[config.mk]
export PLATFORM = sky130hd
export DESIGN_NAME = deserializer
export DESIGN_NICKNAME = d
export VERILOG_FILES = /design/src/rtl/deserializer.sv
export SDC_FILE = /design/constraint.sdc
export NUM_CORES = 1
export LEC_CHECK = 0
export BUFFER_PORTS_ARGS = -buffer_cell sky130_fd_sc_hd__buf_2
export CAP_MARGIN = 20
export CORE_ASPECT_RATIO = 1.75
export CORE_UTILIZATION = 30
export CTS_BUF_LIST = sky130_fd_sc_hd__clkbuf_2 sky130_fd_sc_hd__clkbuf_4 sky130_fd_sc_hd__clkbuf_8
export DETAILED_ROUTE_END_ITERATION = 12
export SYNTH_ARGS = -nofsm -noshare
export SYNTH_HDL_FRONTEND = slang
export SYNTH_SLANG_ARGS = --single-unit
[constraint.sdc]
create_clock -name clock -period 4 [get_ports clock]
set_input_delay 0.2 -clock clock [delete_from_list [all_inputs] [get_ports clock]]
set_output_delay 0.2 -clock clock [all_outputs]
set_load 0.01 [all_outputs]
[src/rtl/deserializer.sv]
// Serial-to-parallel receive stage: rebuilds 16-bit words (bit 0 first) framed by
// the enable rising edge or an in-band sync word, and queues them in a 2-entry FIFO.
module deserializer #(
    parameter logic [15:0] SYNC_WORD = 16'hA5C3
) (
    input  logic        clock,
    input  logic        reset_n,
    input  logic        enable,
    input  logic        din,
    input  logic        align_en,
    output logic [15:0] dout,
    output logic        dout_valid,
    input  logic        dout_ready,
    output logic        locked,
    output logic        overflow
);

    typedef enum logic [1:0] {IDLE, HUNT, LOCKED} state_t;

    state_t      state;
    logic [3:0]  cnt;
    logic [4:0]  fill;
    logic [15:0] sr;
    logic        mode;

    logic [15:0] mem [2];
    logic        head;
    logic        tail;
    logic [1:0]  count;

    logic [15:0] sr_next;
    logic        push;
    logic        pop;
    logic        accept;
    logic        drop;
    logic        head_next;
    logic [1:0]  count_next;

    // sr doubles as the word assembler in LOCKED: after 16 shifts sr[k] holds bit k
    always_comb begin
        sr_next    = {din, sr[15:1]};
        push       = enable && (state == LOCKED) && (cnt == 4'd15) &&
                     !(mode && (sr_next == SYNC_WORD));
        pop        = (count != 2'd0) && dout_ready;
        accept     = push && ((count != 2'd2) || pop);
        drop       = push && !accept;
        head_next  = pop ? ~head : head;
        count_next = count + {1'b0, accept} - {1'b0, pop};
    end

    assign dout_valid = (count != 2'd0);

    always_ff @(posedge clock or negedge reset_n) begin
        if (!reset_n) begin
            state    <= IDLE;
            cnt      <= '0;
            fill     <= '0;
            sr       <= '0;
            mode     <= 1'b0;
            locked   <= 1'b0;
            mem[0]   <= '0;
            mem[1]   <= '0;
            head     <= 1'b0;
            tail     <= 1'b0;
            count    <= '0;
            dout     <= '0;
            overflow <= 1'b0;
        end else begin
            if (!enable) begin
                state  <= IDLE;
                cnt    <= '0;
                fill   <= '0;
                sr     <= '0;
                locked <= 1'b0;
            end else begin
                case (state)
                    IDLE: begin
                        mode <= align_en;
                        sr   <= sr_next;
                        if (align_en) begin
                            state <= HUNT;
                            fill  <= 5'd1;
                        end else begin
                            state  <= LOCKED;
                            cnt    <= 4'd1;
                            locked <= 1'b1;
                        end
                    end
                    HUNT: begin
                        // fill >= 15 here means the current bit is at least the 16th taken
                        if ((sr_next == SYNC_WORD) && (fill >= 5'd15)) begin
                            state  <= LOCKED;
                            cnt    <= '0;
                            fill   <= '0;
                            sr     <= '0;
                            locked <= 1'b1;
                        end else begin
                            sr <= sr_next;
                            if (fill != 5'd16)
                                fill <= fill + 5'd1;
                        end
                    end
                    LOCKED: begin
                        sr  <= sr_next;
                        cnt <= cnt + 4'd1;
                    end
                    default: begin
                        state  <= IDLE;
                        locked <= 1'b0;
                    end
                endcase
            end

            if (accept) begin
                mem[tail] <= sr_next;
                tail      <= ~tail;
            end
            head  <= head_next;
            count <= count_next;
            if (drop)
                overflow <= 1'b1;
            // dout tracks the next head; when the new head is the slot being written, bypass
            if (count_next != 2'd0)
                dout <= (accept && (head_next == tail)) ? sr_next : mem[head_next];
        end
    end

endmodule
==> run summary, run 1 <==
post-cts hold buffer count: 1
TritonCTS buffer count: 9
Peak Freq: 0.331 GHz
via/cell ratio: 4.86
Clock Power Share: 38.5%
WL/cell: 14.3 um
EDFF count, synth: 0
Hold Path Class: input pin to flip-flop
Synthesized Nets: 347
CTS Buffer Depth: 2
CP Cell Sequence: or4b_4 -> or4_4 -> o21ai_4 -> ha_1 -> inv_1 -> ha_1 -> xnor2_1 -> xnor2_1 -> nor2_2 -> buf_4 -> nand2_1 -> o21ai_1
drt pass-1 iters: 4
Reg clk slew, reported paths: 90 ps
status: finished clean
max-slew violations: 0
min-delay src: din
max_cap viols: 0
top cell type's share of synthesized area: 52.2%
path type of the worst setup path: flip-flop to flip-flop
leading post-synthesis cells by cell area: dfrtp_1, mux2_1, mux2_2
Total GRT Usage: 12.6%
Starting Density: 30.9%
Vert. Die Dim: 153 um
Chip Width: 88.0 um
CP Buf/Inv Count: 2
vias in the first global route: 2,642
r2r startpoint: sr[5]
Post-Route WL: 7.61 mm
sequential fraction of the synthesis area: 52.2%
Setup crit end kind: flip-flop
post-layout util: 35.3%
Synth Flop Type: dfrtp_1
CP delay by family, top: simple AND/OR/NAND/NOR gates
setup tns final: 0 ps
worst-case reg-to-reg path depth: 12
CTS sink count: 81
first-pass GRT wire length: 13.0 mm
Leak: 2.30 nW
post-synth top area cell: dfrtp_1
global route overflow: 0
cell-internal power: 1.38 mW
vias: 2,586
total power draw: 1.90 mW
crit path max fanout: 32
detailed placement HPWL: 5.24 mm
CTS root buf: clkbuf_8
RSZ-0062 raised after global routing: false
type of origin of the critical path: flip-flop
row cnt: 54
Final Hold Fails: 0
Fin Clk Skew: 15.3 ps
flop-to-flop setup slack: 980 ps
fill cell count: 1,289
Worst-Margin Slew: 1100 ps
# nets final: 374
final worst path period share: 75.5%
worst skew pair latency: 360 ps
commonest cells in the netlist: dfrtp_1, nand2_1, mux2_1
DRC errors left: 0
Logic pwr share: 15.1%
Area Overhead vs Synth: 14.1%
synthesized area per cell: 11.7 um2
Port-buffer cells: 24
P per Cell Area: 428 nW/um2
largest net degree at the start of global routing: 43
Post-Syn Instances: 332
CTS tree: yes
initial antenna violation count: 0
worst r2r dst: dout[9]
Post-Syn Area: 3880 um2
Initial DRC Count: 99
Switching Share: 27.4%
Hold EP: sr[15]
layout cells sized above 1: 19.0%
register bit total from synthesis: 81
CP Data Required Time: 4290 ps
Post-DRT Antenna Nets: 0
critical path arrival: 3310 ps
Inserted Diodes: 0
slowest cell on the critical path: or4b_4
Worst slew margin: 26.3%
Die ar.: 13,400 um2
ys async rst share: 100%
min Tclk post-route: 3020 ps
IO Count: 25
cell with the most instances after synthesis: dfrtp_1
Post-CTS Setup Bufs: 0
Final GP Congestion: 0.785
CTS H-Tree Depth: 3
# setup viols final: 0
sequential share of power: 46.4%
Sw Pwr: 0.520 mW
Synth Warn #: 0
Largest stage delay, worst path: 550 ps
CTS resizes: 0
number of distinct library cells after synthesis: 51
Worst Hold Depth: 2
Peak VDD IR: 0.162 mV
Core Footprint: 12,600 um2
## cell type report
type / count / area [um2] / share of cell area (%)
Clock inverter: 6 / 115 / 2.60
Timing Repair Buffer: 30 / 170 / 3.84
Tap cell: 168 / 210 / 4.74
Multi-Input combinational cell: 226 / 1740 / 39.2
Inverter: 11 / 41.3 / 0.931
Sequential cell: 81 / 2030 / 45.7
Clock buffer: 10 / 131 / 2.96
## placed cells by master, fill, tap and decap left out, types with 6 or more instances in the layout
cell      Yosys  routed
a22o_1       10      10
buf_2         1      23
buf_4         0       6
clkbuf_8      0       9
dfrtp_1      81      81
ha_1          9       9
inv_1        11      11
mux2_1       32      32
mux2_2       16      16
mux2i_1      17      17
nand2_1      45      45
nor2_1       10       9
o21ai_0      11      11
o21ai_1      19      19
## logic make-up (layout without fill, tap and decap cells)
group,Yosys count,in the layout,share of synthesized area (%)
buffers and inverters,25,57,3.12
AO/OA/AOI/OAI,59,59,10.3
AND/OR/NAND/NOR,88,88,11.8
flip-flops,81,81,52.2
adder cells (fa/ha/maj),9,9,2.90
XOR/XNOR,5,5,1.48
multiplexers,65,65,18.3
## per-layer routing
metal / GRT usage, % / vias up / share of wire, %
li1: - / 1245 / -
met1: 14.6 / 1301 / 42
met2: 22.1 / 30 / 54
met3: 1.63 / 10 / 1.6
met4: 6.76 / 0 / 2.4
met5: 0 / - / 0
## state kept, by name (all words and copies together) (netlist names), 2 cells and up
| register | count |
|---|---|
| mem | 32 |
| dout | 16 |
| sr | 15 |
| fill | 5 |
| cnt | 4 |
| count | 2 |
| state | 2 |
## how the worst max path moves through the flow
stage / endpoint / cells after the start / start
after floorplan: dout[10] / 11 / sr[4]
after global placement: dout[13] / 11 / sr[4]
after detailed placement: dout[9] / 12 / sr[4]
after CTS: dout[9] / 12 / sr[4]
after global routing: dout[11] / 12 / sr[5]
final: dout[9] / 12 / sr[5]
## power by group through the flow
stage	logic, mW	registers [mW]	clock network, mW
4_1_cts	0.291	0.881	0.750
3_5_place_dp	0.288	0.897	0
5_1_grt	0.328	0.885	0.778
6_report	0.287	0.880	0.729
3_3_place_gp	0.282	0.894	0
2_1_floorplan	0.207	0.891	0
## stage by stage
stage	setup slack [ps]	instances	area [um2]	hold WS, ps
after detailed placement	956	515	4180	226
after global placement	1030	515	4180	221
after floorplan	1050	332	3880	-95.6
after CTS	949	532	4430	125
final	982	532	4430	136
after global routing	727	532	4430	144
Power figures use the tool's default switching activity.
==> run 2, diff against run 1 <==
- clock period: 4 -> 2.4 ns (I/O delays scaled with it)
==> run summary, run 2 (synthesis results as in run 1) <==
status: finished with violations (was finished clean)
failing checks: setup timing
# nets final: 409 (was 374)
setup tns final: -5540 ps (was 0 ps)
drt pass-1 iters: 4 (unchanged)
max-slew violations: 0 (unchanged)
TritonCTS buffer count: 9 (unchanged)
CTS sink count: 81 (unchanged)
Area Overhead vs Synth: 21.7% (was 14.1%)
global route overflow: 0 (unchanged)
largest net degree at the start of global routing: 68 (was 43)
total power draw: 2.99 mW (was 1.90 mW)
biggest regs: mem (32), dout (16), sr (15) (unchanged)
Starting Density: 30.9% (unchanged)
type of origin of the critical path: flip-flop (unchanged)
Inserted Diodes: 0 (unchanged)
worst skew pair latency: 360 ps (about the same)
Post-Route WL: 8.03 mm (was 7.61 mm)
CTS tree: yes (unchanged)
Die ar.: 13,400 um2 (unchanged)
Leak: 2.50 nW (was 2.30 nW)
Peak Freq: 0.363 GHz (was 0.331 GHz)
Fin Clk Skew: 13.3 ps (was 15.3 ps)
IO Count: 25 (unchanged)
Hold Path Class: input pin to flip-flop (unchanged)
initial antenna violation count: 0 (unchanged)
min Tclk post-route: 2760 ps (was 3020 ps)
Core Footprint: 12,600 um2 (unchanged)
CP Data Required Time: 2640 ps (was 4290 ps)
area of the multi-input gates: 1760 um2 (was 1740 um2)
most common cell after layout, fill and taps aside: dfrtp_1 (unchanged)
largest register by flop count: mem (unchanged)
Port-buffer cells: 24 (unchanged)
vias in the first global route: 2,868 (was 2,642)
Peak VDD IR: 0.245 mV (was 0.162 mV)
Chip Width: 88.0 um (unchanged)
Initial DRC Count: 163 (was 99)
Largest register FFs: 32 (unchanged)
Setup crit end kind: flip-flop (unchanged)
post-layout util: 37.6% (was 35.3%)
Sequential cell area: 2030 um2 (unchanged)
Worst Slack Setup Final: -356 ps (was 982 ps)
Reg clk slew, reported paths: 80 ps (was 90 ps)
via/cell ratio: 4.77 (was 4.86)
Total GRT Usage: 13.5% (was 12.6%)
Worst slew margin: 75.0% (was 26.3%)
vias: 2,702 (was 2,586)
# setup viols final: 16 (was 0)
Final GP Congestion: 0.781 (was 0.785)
WL/cell: 14.2 um (was 14.3 um)
Worst-Margin Slew: 376 ps (was 1100 ps)
most frequent cells in the layout: dfrtp_1, nand2_1, buf_4 (was dfrtp_1, nand2_1, mux2_1)
fill cell count: 1,262 (was 1,289)
row cnt: 54 (unchanged)
path type of the worst setup path: flip-flop to flip-flop (unchanged)
max_cap viols: 0 (unchanged)
first-pass GRT wire length: 13.9 mm (was 13.0 mm)
P per Cell Area: 632 nW/um2 (was 428 nW/um2)
CTS root buf: clkbuf_8 (unchanged)
layout cells sized above 1: 26.3% (was 19.0%)
critical path arrival: 3000 ps (was 3310 ps)
CTS Buffer Depth: 2 (unchanged)
Vert. Die Dim: 153 um (unchanged)
crit path max fanout: 32 (unchanged)
detailed placement HPWL: 5.71 mm (was 5.24 mm)
final worst path period share: 115% (was 75.5%)
Post-DRT Antenna Nets: 0 (unchanged)
DRC errors left: 0 (unchanged)
Final Hold Fails: 0 (unchanged)
CTS H-Tree Depth: 3 (unchanged)
RSZ-0062 raised after global routing: true (was false)
[run 2: cell count changes in the layout (fill, tap and decap cells not counted), sizes merged]
cell and change:
buf +35, inv -1, clkbuf +5, bufinv -3, clkinvlp -1
[run 2: per-layer routing]
layer	up-vias	wire [um]	track usage, %
met2	40	4320	23.6
met3	16	218	2.76
met5	-	0	0
met1	1341	3260	14.9
met4	0	229	6.76
li1	1305	-	-
[run 2: path summary, 6_finish.rpt]
path                       startpoint       end  slack [ps]  cells after the start
max                             sr[4]  dout[12]        -360                     12
min                        dout_ready  overflow         140                      3
max reg2reg                     sr[4]  dout[12]        -360                     12
min reg2reg                   mem[17]   mem[17]         480                      1
max in group asynchronous     reset_n  state[1]        1620                      3
min in group asynchronous     reset_n   mem[11]         150                      2
[run 2: worst max-delay path, stage by stage (launching register included)]
cell and delay, ps:
dfrtp_1 390, or4b_4 540, or4_4 460, o21ai_4 150
ha_1 240, inv_1 50, ha_1 140, xnor2_1 130
xnor2_1 170, nor2_2 70, buf_12 160, nand2_1 70
o21ai_1 60
[run 2: final cells by class]
cell class	count	share of cell area [%]
clock buffer	15	3.97
multi-input combinational	226	37.2
clock inverter	1	0.185
inverter	11	0.873
timing repair buffer	65	10.5
sequential	81	42.9
tap	168	4.44
[run 2: timing repair]
| action | in CTS | in global routing |
|---|---|---|
| hold endpoints to repair | 81 | 0 |
| hold buffers | 1 | 0 |
| pin swaps | 0 | 1 |
| setup endpoints to repair | 32 | 47 |
| gates resized for setup | 1 | 2 |
| setup buffers | 0 | 1 |
[run 2: through the flow]
| stage | setup WS, ps | hold slack, ps | cell area [um2] | std cells |
|---|---|---|---|---|
| floorplan | -445 | -176 | 3900 | 332 |
| global placement | -322 | -13.0 | 4480 | 549 |
| detailed placement | -401 | -8.62 | 4480 | 549 |
| CTS | -396 | 125 | 4690 | 566 |
| global route | -531 | 145 | 4730 | 567 |
| finish | -356 | 140 | 4730 | 567 |
[run 2: power breakdown]
group	total (mW)	leakage, nW	internal, mW	switching (mW)
sequential	1.46	1.12	1.42	0.0402
combinational	0.553	1.27	0.224	0.330
clock	0.979	0.104	0.499	0.481
total	2.99	2.50	2.14	0.850
==> run 3, diff against run 2 <==
- CTS_BUF_LIST: sky130_fd_sc_hd__clkbuf_2 sky130_fd_sc_hd__clkbuf_4 sky130_fd_sc_hd__clkbuf_8 -> unset
==> run summary, run 3 (synthesis results as in run 1) <==
Fin Clk Skew: 9.32 ps (was 13.3 ps)
Sw Pwr: 0.874 mW (was 0.850 mW)
Total GRT Usage: 13.2% (was 13.5%)
r2r startpoint: sr[4] (unchanged)
layout cells sized above 1: 25.3% (was 26.3%)
worst skew pair latency: 330 ps (was 360 ps)
worst-case reg-to-reg path depth: 12 (unchanged)
Area Overhead vs Synth: 23.9% (was 21.7%)
drt pass-1 iters: 4 (unchanged)
Hold EP: overflow (unchanged)
min Tclk post-route: 2750 ps (was 2760 ps)
Core Footprint: 12,600 um2 (unchanged)
TritonCTS buffer count: 9 (unchanged)
Initial DRC Count: 147 (was 163)
worst r2r dst: dout[12] (unchanged)
Final Hold Fails: 0 (unchanged)
Worst-Margin Slew: 459 ps (was 376 ps)
CTS root buf: clkbuf_16 (was clkbuf_8)
sequential share of power: 44.2% (was 48.7%)
max-slew violations: 0 (unchanged)
Vert. Die Dim: 153 um (unchanged)
Final GP Congestion: 0.781 (unchanged)
crit path max fanout: 32 (unchanged)
Switching Share: 26.5% (was 28.4%)
Worst slew margin: 69.3% (was 75.0%)
vias: 2,716 (was 2,702)
Peak Freq: 0.363 GHz (about the same)
CP Data Required Time: 2610 ps (was 2640 ps)
biggest regs: mem (32), dout (16), sr (15) (unchanged)
Peak VDD IR: 0.311 mV (was 0.245 mV)
largest net degree at the start of global routing: 68 (unchanged)
Reg clk slew, reported paths: 60 ps (was 80 ps)
min-delay src: dout_ready (unchanged)
DRC errors left: 0 (unchanged)
final cell count without fillers: 567 (unchanged)
type of origin of the critical path: flip-flop (unchanged)
Post-Route WL: 8.01 mm (was 8.03 mm)
Die ar.: 13,400 um2 (unchanged)
Largest register FFs: 32 (unchanged)
global route overflow: 0 (unchanged)
largest register by flop count: mem (unchanged)
final worst path period share: 115% (about the same)
Post-DRT Antenna Nets: 0 (unchanged)
CTS tree: yes (unchanged)
Port-buffer cells: 24 (unchanged)
Setup WS pre-CTS: -401 ps (unchanged)
row cnt: 54 (unchanged)
IO Count: 25 (unchanged)
most frequent cells in the layout: dfrtp_1, nand2_1, buf_4 (unchanged)
failing checks: setup timing (unchanged)
most common cell after layout, fill and taps aside: dfrtp_1 (unchanged)
Inserted Diodes: 0 (unchanged)
Worst Slack Setup Final: -353 ps (was -356 ps)
Setup crit end kind: flip-flop (unchanged)
P per Cell Area: 686 nW/um2 (was 632 nW/um2)
initial antenna violation count: 0 (unchanged)
cell-internal power: 2.43 mW (was 2.14 mW)
CTS Buffer Depth: 2 (unchanged)
vias in the first global route: 2,883 (was 2,868)
RSZ-0062 raised after global routing: true (unchanged)
first-pass GRT wire length: 13.8 mm (was 13.9 mm)
Hold Path Class: input pin to flip-flop (unchanged)
detailed placement HPWL: 5.71 mm (unchanged)
CTS H-Tree Depth: 3 (unchanged)
status: finished with violations (unchanged)
via/cell ratio: 4.79 (was 4.77)
Logic pwr share: 16.6% (was 18.5%)
Starting Density: 30.9% (unchanged)
WL/cell: 14.1 um (was 14.2 um)
# setup viols final: 16 (unchanged)
Chip Width: 88.0 um (unchanged)
Placed Cells: 549 (unchanged)
max_cap viols: 0 (unchanged)
Leak: 2.54 nW (was 2.50 nW)
critical path arrival: 2960 ps (was 3000 ps)
# nets final: 409 (unchanged)
CTS sink count: 81 (unchanged)
Clock Power Share: 39.2% (was 32.8%)
Worst Hold Depth: 3 (unchanged)
flop-to-flop setup slack: -350 ps (was -360 ps)
path type of the worst setup path: flip-flop to flip-flop (unchanged)
run 3: changes by cell type in the layout (fill, tap and decap cells not counted):
| cell | before | now |
|---|---|---|
| clkbuf_1 | 0 | 3 |
| clkbuf_8 | 12 | 3 |
| a31oi_1 | 0 | 1 |
| a31oi_2 | 1 | 0 |
| clkbuf_16 | 0 | 9 |
| clkbuf_4 | 3 | 0 |
run 3: final cells by class:
| class | instances | area (um2) |
|---|---|---|
| inverter | 11 | 41.3 |
| fill | 1252 | 7750 |
| clock buffer | 15 | 278 |
| tap | 168 | 210 |
| sequential | 81 | 2030 |
| timing repair buffer | 65 | 495 |
| clock inverter | 1 | 8.76 |
| multi-input combinational | 226 | 1750 |
run 3: how the worst max path moves through the flow:
stage               slack (ps)        to  startpoint
floorplan                 -450  dout[10]       sr[4]
finish                    -350  dout[12]       sr[4]
CTS                       -400   dout[1]       sr[4]
global placement          -320  dout[10]       sr[4]
global route              -530  dout[12]       sr[4]
detailed placement        -400   dout[1]       sr[4]
run 3: worst max-delay path, stage by stage (launching register included):
cell and delay (ps):
dfrtp_1 380, or4b_4 540, or4_4 450, o21ai_4 150, ha_1 240, inv_1 50
ha_1 140, xnor2_1 130, xnor2_1 170, nor2_2 80, buf_12 160, nand2_1 70
o21ai_1 60
run 3: per-stage QoR:
| step | TNS [ps] | hold slack [ps] | cell area, um2 | total power, mW | util [%] |
|---|---|---|---|---|---|
| after CTS | -6100 | 166 | 4780 | 3.35 | 38.1 |
| after global placement | -9550 | -13.0 | 4480 | 2.02 | 35.7 |
| after detailed placement | -10090 | -8.62 | 4480 | 2.04 | 35.7 |
| final | -5520 | 176 | 4810 | 3.30 | 38.3 |
| after global routing | -7850 | 188 | 4810 | 3.48 | 38.3 |
| after floorplan | -7120 | -176 | 3900 | 1.83 | - |
run 3: what timing repair did:
action	in CTS	in global routing
pin swaps	0	1
setup endpoints to repair	32	51
buffers inserted	0	1
cloned	0	0
hold buffers	1	0
resized for setup	1	1
endpoints found under the hold margin	34	0
run 3: power by group through the flow:
stage / Combinational, mW / Sequential, mW / Clock [mW]
after floorplan: 0.347 / 1.49 / 0
after global placement: 0.544 / 1.48 / 0
after detailed placement: 0.553 / 1.48 / 0
after global routing: 0.618 / 1.47 / 1.39
final: 0.549 / 1.46 / 1.30
after CTS: 0.559 / 1.46 / 1.33
run 3: routing by layer:
layer,global-route usage [%],share of wire [%]
met1,14.2,39
met2,24.4,55
met3,2.44,2.4
met4,5.38,2.7
met5,0,0
